`config.mk`:
```
export PLATFORM = sky130hd
export DESIGN_NAME = btn_debounce_sync_flat
export DESIGN_NICKNAME = d
export VERILOG_FILES = /design/src/rtl/btn_debounce_if.sv /design/src/rtl/btn_debounce_sync.sv /design/src/flat_wrapper.sv
export SDC_FILE = /design/constraint.sdc
export NUM_CORES = 1
export LEC_CHECK = 0
export CAP_MARGIN = 20
export CELL_PAD_IN_SITES_DETAIL_PLACEMENT = 1
export CELL_PAD_IN_SITES_GLOBAL_PLACEMENT = 2
export CORE_AREA = 2 2 52 54
export CTS_BUF_LIST = sky130_fd_sc_hd__clkbuf_8
export CTS_CLUSTER_DIAMETER = 120
export DETAILED_ROUTE_END_ITERATION = 8
export DIE_AREA = 0 0 54 56
export HOLD_SLACK_MARGIN = 0.08
export PLACE_DENSITY = 0.84
export SLEW_MARGIN = 20
export SYNTH_ARGS = -nofsm -noshare
export SYNTH_HDL_FRONTEND = slang
export SYNTH_SLANG_ARGS = --single-unit
```
`constraint.sdc`:
```
create_clock -name clk -period 3.3 [get_ports clk]
set_input_delay 0.99 -clock clk [delete_from_list [all_inputs] [get_ports clk]]
set_output_delay 0.99 -clock clk [all_outputs]
set_load 0.1 [all_outputs]
```
`src/rtl/btn_debounce_if.sv`:
```
// Signal bundle between a raw button source and the debounce/synchroniser block.
// The source side (master) drives btn_in; the debouncer (slave) drives the conditioned outputs.
interface btn_debounce_if;
  logic btn_in;
  logic db_out;
  logic db_out_n;
  logic rise_pulse;
  logic fall_pulse;
  logic busy;

  modport master (
    output btn_in,
    input  db_out, db_out_n, rise_pulse, fall_pulse, busy
  );

  modport slave (
    input  btn_in,
    output db_out, db_out_n, rise_pulse, fall_pulse, busy
  );
endinterface

```
`src/rtl/btn_debounce_sync.sv`:
```
// Two-flop synchroniser followed by a stable-count debounce FSM.
// Produces a clean level plus single-cycle rise/fall pulses.
module btn_debounce_sync #(
  parameter int STABLE_CYCLES = 1000
) (
  input  logic            clk,
  input  logic            rst,
  btn_debounce_if.slave   bus
);

  localparam int CNT_W = $clog2(STABLE_CYCLES) + 1;
  localparam logic [CNT_W-1:0] CNT_LAST = CNT_W'(STABLE_CYCLES - 1);
  localparam logic [CNT_W-1:0] CNT_ONE  = CNT_W'(1);

  typedef enum logic [1:0] {
    IDLE_LOW  = 2'd0,
    WAIT_HIGH = 2'd1,
    IDLE_HIGH = 2'd2,
    WAIT_LOW  = 2'd3
  } state_t;

  logic             sync_p0, sync_p1;
  state_t           state, state_nxt;
  logic [CNT_W-1:0] cnt, cnt_nxt;
  logic             db_q, db_nxt;
  logic             rise_q, rise_nxt;
  logic             fall_q, fall_nxt;
  logic             busy_q, busy_nxt;

  // Stage p0/p1: synchroniser into the clk domain
  always_ff @(posedge clk or posedge rst) begin
    if (rst) begin
      sync_p0 <= 1'b0;
      sync_p1 <= 1'b0;
    end else begin
      sync_p0 <= bus.btn_in;
      sync_p1 <= sync_p0;
    end
  end

  // Stage p2: debounce FSM state and registered outputs
  always_ff @(posedge clk or posedge rst) begin
    if (rst) begin
      state  <= IDLE_LOW;
      cnt    <= '0;
      db_q   <= 1'b0;
      rise_q <= 1'b0;
      fall_q <= 1'b0;
      busy_q <= 1'b0;
    end else begin
      state  <= state_nxt;
      cnt    <= cnt_nxt;
      db_q   <= db_nxt;
      rise_q <= rise_nxt;
      fall_q <= fall_nxt;
      busy_q <= busy_nxt;
    end
  end

  always_comb begin
    state_nxt = state;
    cnt_nxt   = cnt;
    db_nxt    = db_q;
    rise_nxt  = 1'b0;
    fall_nxt  = 1'b0;
    case (state)
      IDLE_LOW: begin
        if (sync_p1) begin
          state_nxt = WAIT_HIGH;
          cnt_nxt   = CNT_ONE;
        end else begin
          cnt_nxt   = '0;
        end
      end
      WAIT_HIGH: begin
        if (!sync_p1) begin
          state_nxt = IDLE_LOW;
          cnt_nxt   = '0;
        end else if (cnt == CNT_LAST) begin
          state_nxt = IDLE_HIGH;
          db_nxt    = 1'b1;
          rise_nxt  = 1'b1;
          cnt_nxt   = '0;
        end else begin
          cnt_nxt   = cnt + CNT_ONE;
        end
      end
      IDLE_HIGH: begin
        if (!sync_p1) begin
          state_nxt = WAIT_LOW;
          cnt_nxt   = CNT_ONE;
        end else begin
          cnt_nxt   = '0;
        end
      end
      WAIT_LOW: begin
        if (sync_p1) begin
          state_nxt = IDLE_HIGH;
          cnt_nxt   = '0;
        end else if (cnt == CNT_LAST) begin
          state_nxt = IDLE_LOW;
          db_nxt    = 1'b0;
          fall_nxt  = 1'b1;
          cnt_nxt   = '0;
        end else begin
          cnt_nxt   = cnt + CNT_ONE;
        end
      end
      default: begin
        state_nxt = IDLE_LOW;
        cnt_nxt   = '0;
      end
    endcase
    // busy is registered, so it reflects the state being entered
    busy_nxt = (state_nxt == WAIT_HIGH) || (state_nxt == WAIT_LOW);
  end

  assign bus.db_out     = db_q;
  assign bus.db_out_n   = ~db_q;
  assign bus.rise_pulse = rise_q;
  assign bus.fall_pulse = fall_q;
  assign bus.busy       = busy_q;

endmodule

```
`src/flat_wrapper.sv`:
```
// flat-port wrapper written by rule: the top's interface ports become plain ports
module btn_debounce_sync_flat 
#(
  parameter int STABLE_CYCLES = 1000
)
  (clk, rst, bus_btn_in, bus_db_out, bus_db_out_n, bus_rise_pulse, bus_fall_pulse, bus_busy);
  btn_debounce_if bus_i ();
  input  logic clk;
  input  logic rst;
  input wire logic [$bits(bus_i.btn_in)-1:0] bus_btn_in;
  output wire logic [$bits(bus_i.db_out)-1:0] bus_db_out;
  output wire logic [$bits(bus_i.db_out_n)-1:0] bus_db_out_n;
  output wire logic [$bits(bus_i.rise_pulse)-1:0] bus_rise_pulse;
  output wire logic [$bits(bus_i.fall_pulse)-1:0] bus_fall_pulse;
  output wire logic [$bits(bus_i.busy)-1:0] bus_busy;
  assign bus_i.btn_in = bus_btn_in;
  assign bus_db_out = bus_i.db_out;
  assign bus_db_out_n = bus_i.db_out_n;
  assign bus_rise_pulse = bus_i.rise_pulse;
  assign bus_fall_pulse = bus_i.fall_pulse;
  assign bus_busy = bus_i.busy;
  btn_debounce_sync #(.STABLE_CYCLES(STABLE_CYCLES)) u_core (.clk(clk), .rst(rst), .bus(bus_i));
endmodule
```
==> results.toml <==
[logic_synthesis]
synth_commonest_cells = "dfrtp_1 (18), nor2_1 (11), nand3_1 (6), inv_1 (5)"
yosysSeqAreaShare_pct = 53.8
async_flop_share_pct = 100
synth_top_cell_by_area = "dfrtp_1"
synth.area.top_cells = "dfrtp_1 (54%), nor2_1 (4.9%), xnor2_1 (4.2%), xor2_1 (4.2%), nand3_1 (3.6%)"
ys_types = 28
synth_top_area_share_pct = 53.8
synth_warnings = 0
synth-main-ff-cell = "dfrtp_1"
yosysMostFrequentCell = "dfrtp_1"
synth_area_sq_um = 837
syn_avg_cell_area_sq_um = 10.9
syn_nets = 81
synth_cells = 77
synth_edf_count = 0
synth_seq_cells = 18

[finish]
syn_to_final_growth_pct = 16.6
final_cells = 117
register_area_sq_um = 450
nets = 92
multi_input_area_sq_um = 357
drive_gt1_share_pct = 19.5
n_fill_cell = 293
n_antenna_cell = 0

[critical_path]
regToRegSetupSlack_ps = 1720
path_class = "register to output pin"
r2r_start = "u_core.cnt[0]$_DFF_PP0_"
reg2reg_depth = 5
reg2reg_to = "u_core.cnt[7]$_DFF_PP0_"
path_delay_family = "flip-flops"
cp_cell_sequence = "buf_4"
crit_buf_inv = 1
cp.arrival_ps = 1080
cp_max_fo = 7
start_kind = "register"
critical_path_required_ps = 2310
cp-end-kind = "output pin"
worst_path_max_delay_cell = "dfrtp_1"
slowest_delay_ps = 480

[global_routing]
grt_max_degree = 19
antenna_found_initial = 0
first_global_vias = 609
globalRouteOverflowTotal = 0
gr-usage-all-layers_pct = 12.6
grt_pass1_wl_mm = 2.73

[sta]
maxSlewViolCount = 0
slew_headroom_pct = 54.5
setup_violations = 0
tns_ps = 0
finClkSkew_ps = 2.59
finalCriticalPeriod_ps = 2070
worst_pin_slew_ps = 682
finalHoldViolCount = 0
fin_crit_sh_pct = 62.7
fmax_ghz = 0.484
rsz0062_at_grt = "false"

[clock_tree]
cts_tree = "yes"
cts_resized = 0
insertion_delay_ps = 250
root_buffer = "clkbuf_8"
clockBufferDepth = 2
clock-sinks = 18
cts.htree.levels = 1
cts_setup_buffers = 0
clkTransAtPathRegs_ps = 70
numCtsBuffers = 3
cts_hold_buffers = 0

[routing]
ant_nets = 0
dr.first_iter.drc_count = 3
drt_wl_total_mm = 1.63
vias = 570
first_pass_iters = 2
wl_per_cell_um = 13.9
routed_via_density = 4.87
drc = 0

[worst_hold_path]
hp-start = "u_core.sync_p0$_DFF_PP0_"
min_path_type = "register to register"
holdPathStages = 0
hold_path_end = "u_core.sync_p1$_DFF_PP0_"

[placement]
portBuffers = 7
place_inst = 113
dpl.hpwl_mm = 1.27
gp_congestion = 0.747

[floorplanning]
ios = 8
initial_core_util_pct = 34.4
core_area_sq_um = 2430
fp.dieH_um = 56
die_x_um = 54
die_area_sq_um = 3020
rows = 18

[pwr]
p_per_area_nw_per_um2 = 440
p_leak_nw = 0.428
peakVddDrop_uv = 288

[run_status]
status = "finished, final reports clean"

[job]
maxCapViolations = 0
## area by class of cell
type / instances / share of cell area, %
clock buffers: 4 / 5.64
flip-flops and latches: 18 / 46.2
repair buffers: 7 / 5.90
well taps: 30 / 3.85
inverters: 5 / 1.92
multi-input cells: 53 / 36.5
## cell usage in the layout (no fill, tap or decap), types with 2 or more instances in the layout
cell             instances
nor3b_1                  2
nand3_1                  6
nor2_1                  11
inv_1                    5
dfrtp_1                 18
nand2_1                  2
xnor2_1                  4
xor2_1                   4
clkbuf_8                 4
buf_4                    5
clkdlybuf4s50_1          2
o21ai_0                  2
and2_2                   2
a21oi_1                  4
## cells by family (layout without fill, tap and decap cells)
| family | Yosys count | count (layout) | synth area share, % |
|---|---|---|---|
| muxes | 1 | 1 | 1.35 |
| buffers and inverters | 6 | 16 | 3.59 |
| adders and majority gates | 1 | 1 | 1.49 |
| xor gates and xnor gates | 8 | 8 | 8.37 |
| DFF | 18 | 18 | 53.8 |
| AOI/OAI and AO/OA | 10 | 10 | 7.48 |
| and+or+nand+nor | 33 | 33 | 23.9 |
## worst max path at each step
stage | cells after the start | to | startpoint
finish | 1 | bus_busy | u_core.bus.busy$_DFF_PP0_
global route | 1 | bus_busy | u_core.bus.busy$_DFF_PP0_
CTS | 1 | bus_busy | u_core.bus.busy$_DFF_PP0_
detailed placement | 2 | u_core.cnt[7]$_DFF_PP0_ | rst
global placement | 2 | u_core.cnt[6]$_DFF_PP0_ | rst
floorplan | 1 | bus_db_out_n | u_core.bus.db_out$_DFFE_PP0P_
## power breakdown
group          switching [mW]  leakage [nW]  internal, mW
Sequential            0.00435         0.242         0.224
Combinational          0.0139         0.157       0.00697
Clock                  0.0739        0.0288         0.106
## through the flow
step / util, % / instance area (sq um) / worst slack, ps / hold slack [ps] / power [mW]
6_report: 40.1 / 976 / 1230 / 362 / 0.429
5_1_grt: 40.1 / 976 / 1180 / 389 / 0.449
4_1_cts: 40.1 / 976 / 1210 / 368 / 0.439
3_5_place_dp: 37.9 / 921 / 1360 / 352 / 0.254
3_3_place_gp: 37.9 / 921 / 1420 / 338 / 0.253
2_1_floorplan: - / 837 / 713 / 331 / 0.248
## sequential cells by signal, indices dropped and copies added, names as in the netlist
register,flops
u_core.bus.busy,1
u_core.bus.db_out,1
u_core.bus.fall_pulse,1
u_core.bus.rise_pulse,1
u_core.cnt,11
u_core.state,1
u_core.sync_p0,1
u_core.sync_p1,1
## per-layer routing
layer / wire length (um) / track usage (%) / vias up / part of all wire, %
met3: 69 / 4.03 / 2 / 4.2
met4: 17 / 5.36 / 0 / 1.0
met2: 823 / 20.0 / 10 / 50
met5: 0 / 0 / - / 0
li1: - / - / 285 / -
met1: 720 / 15.2 / 273 / 44
Power figures use the tool's default switching activity.
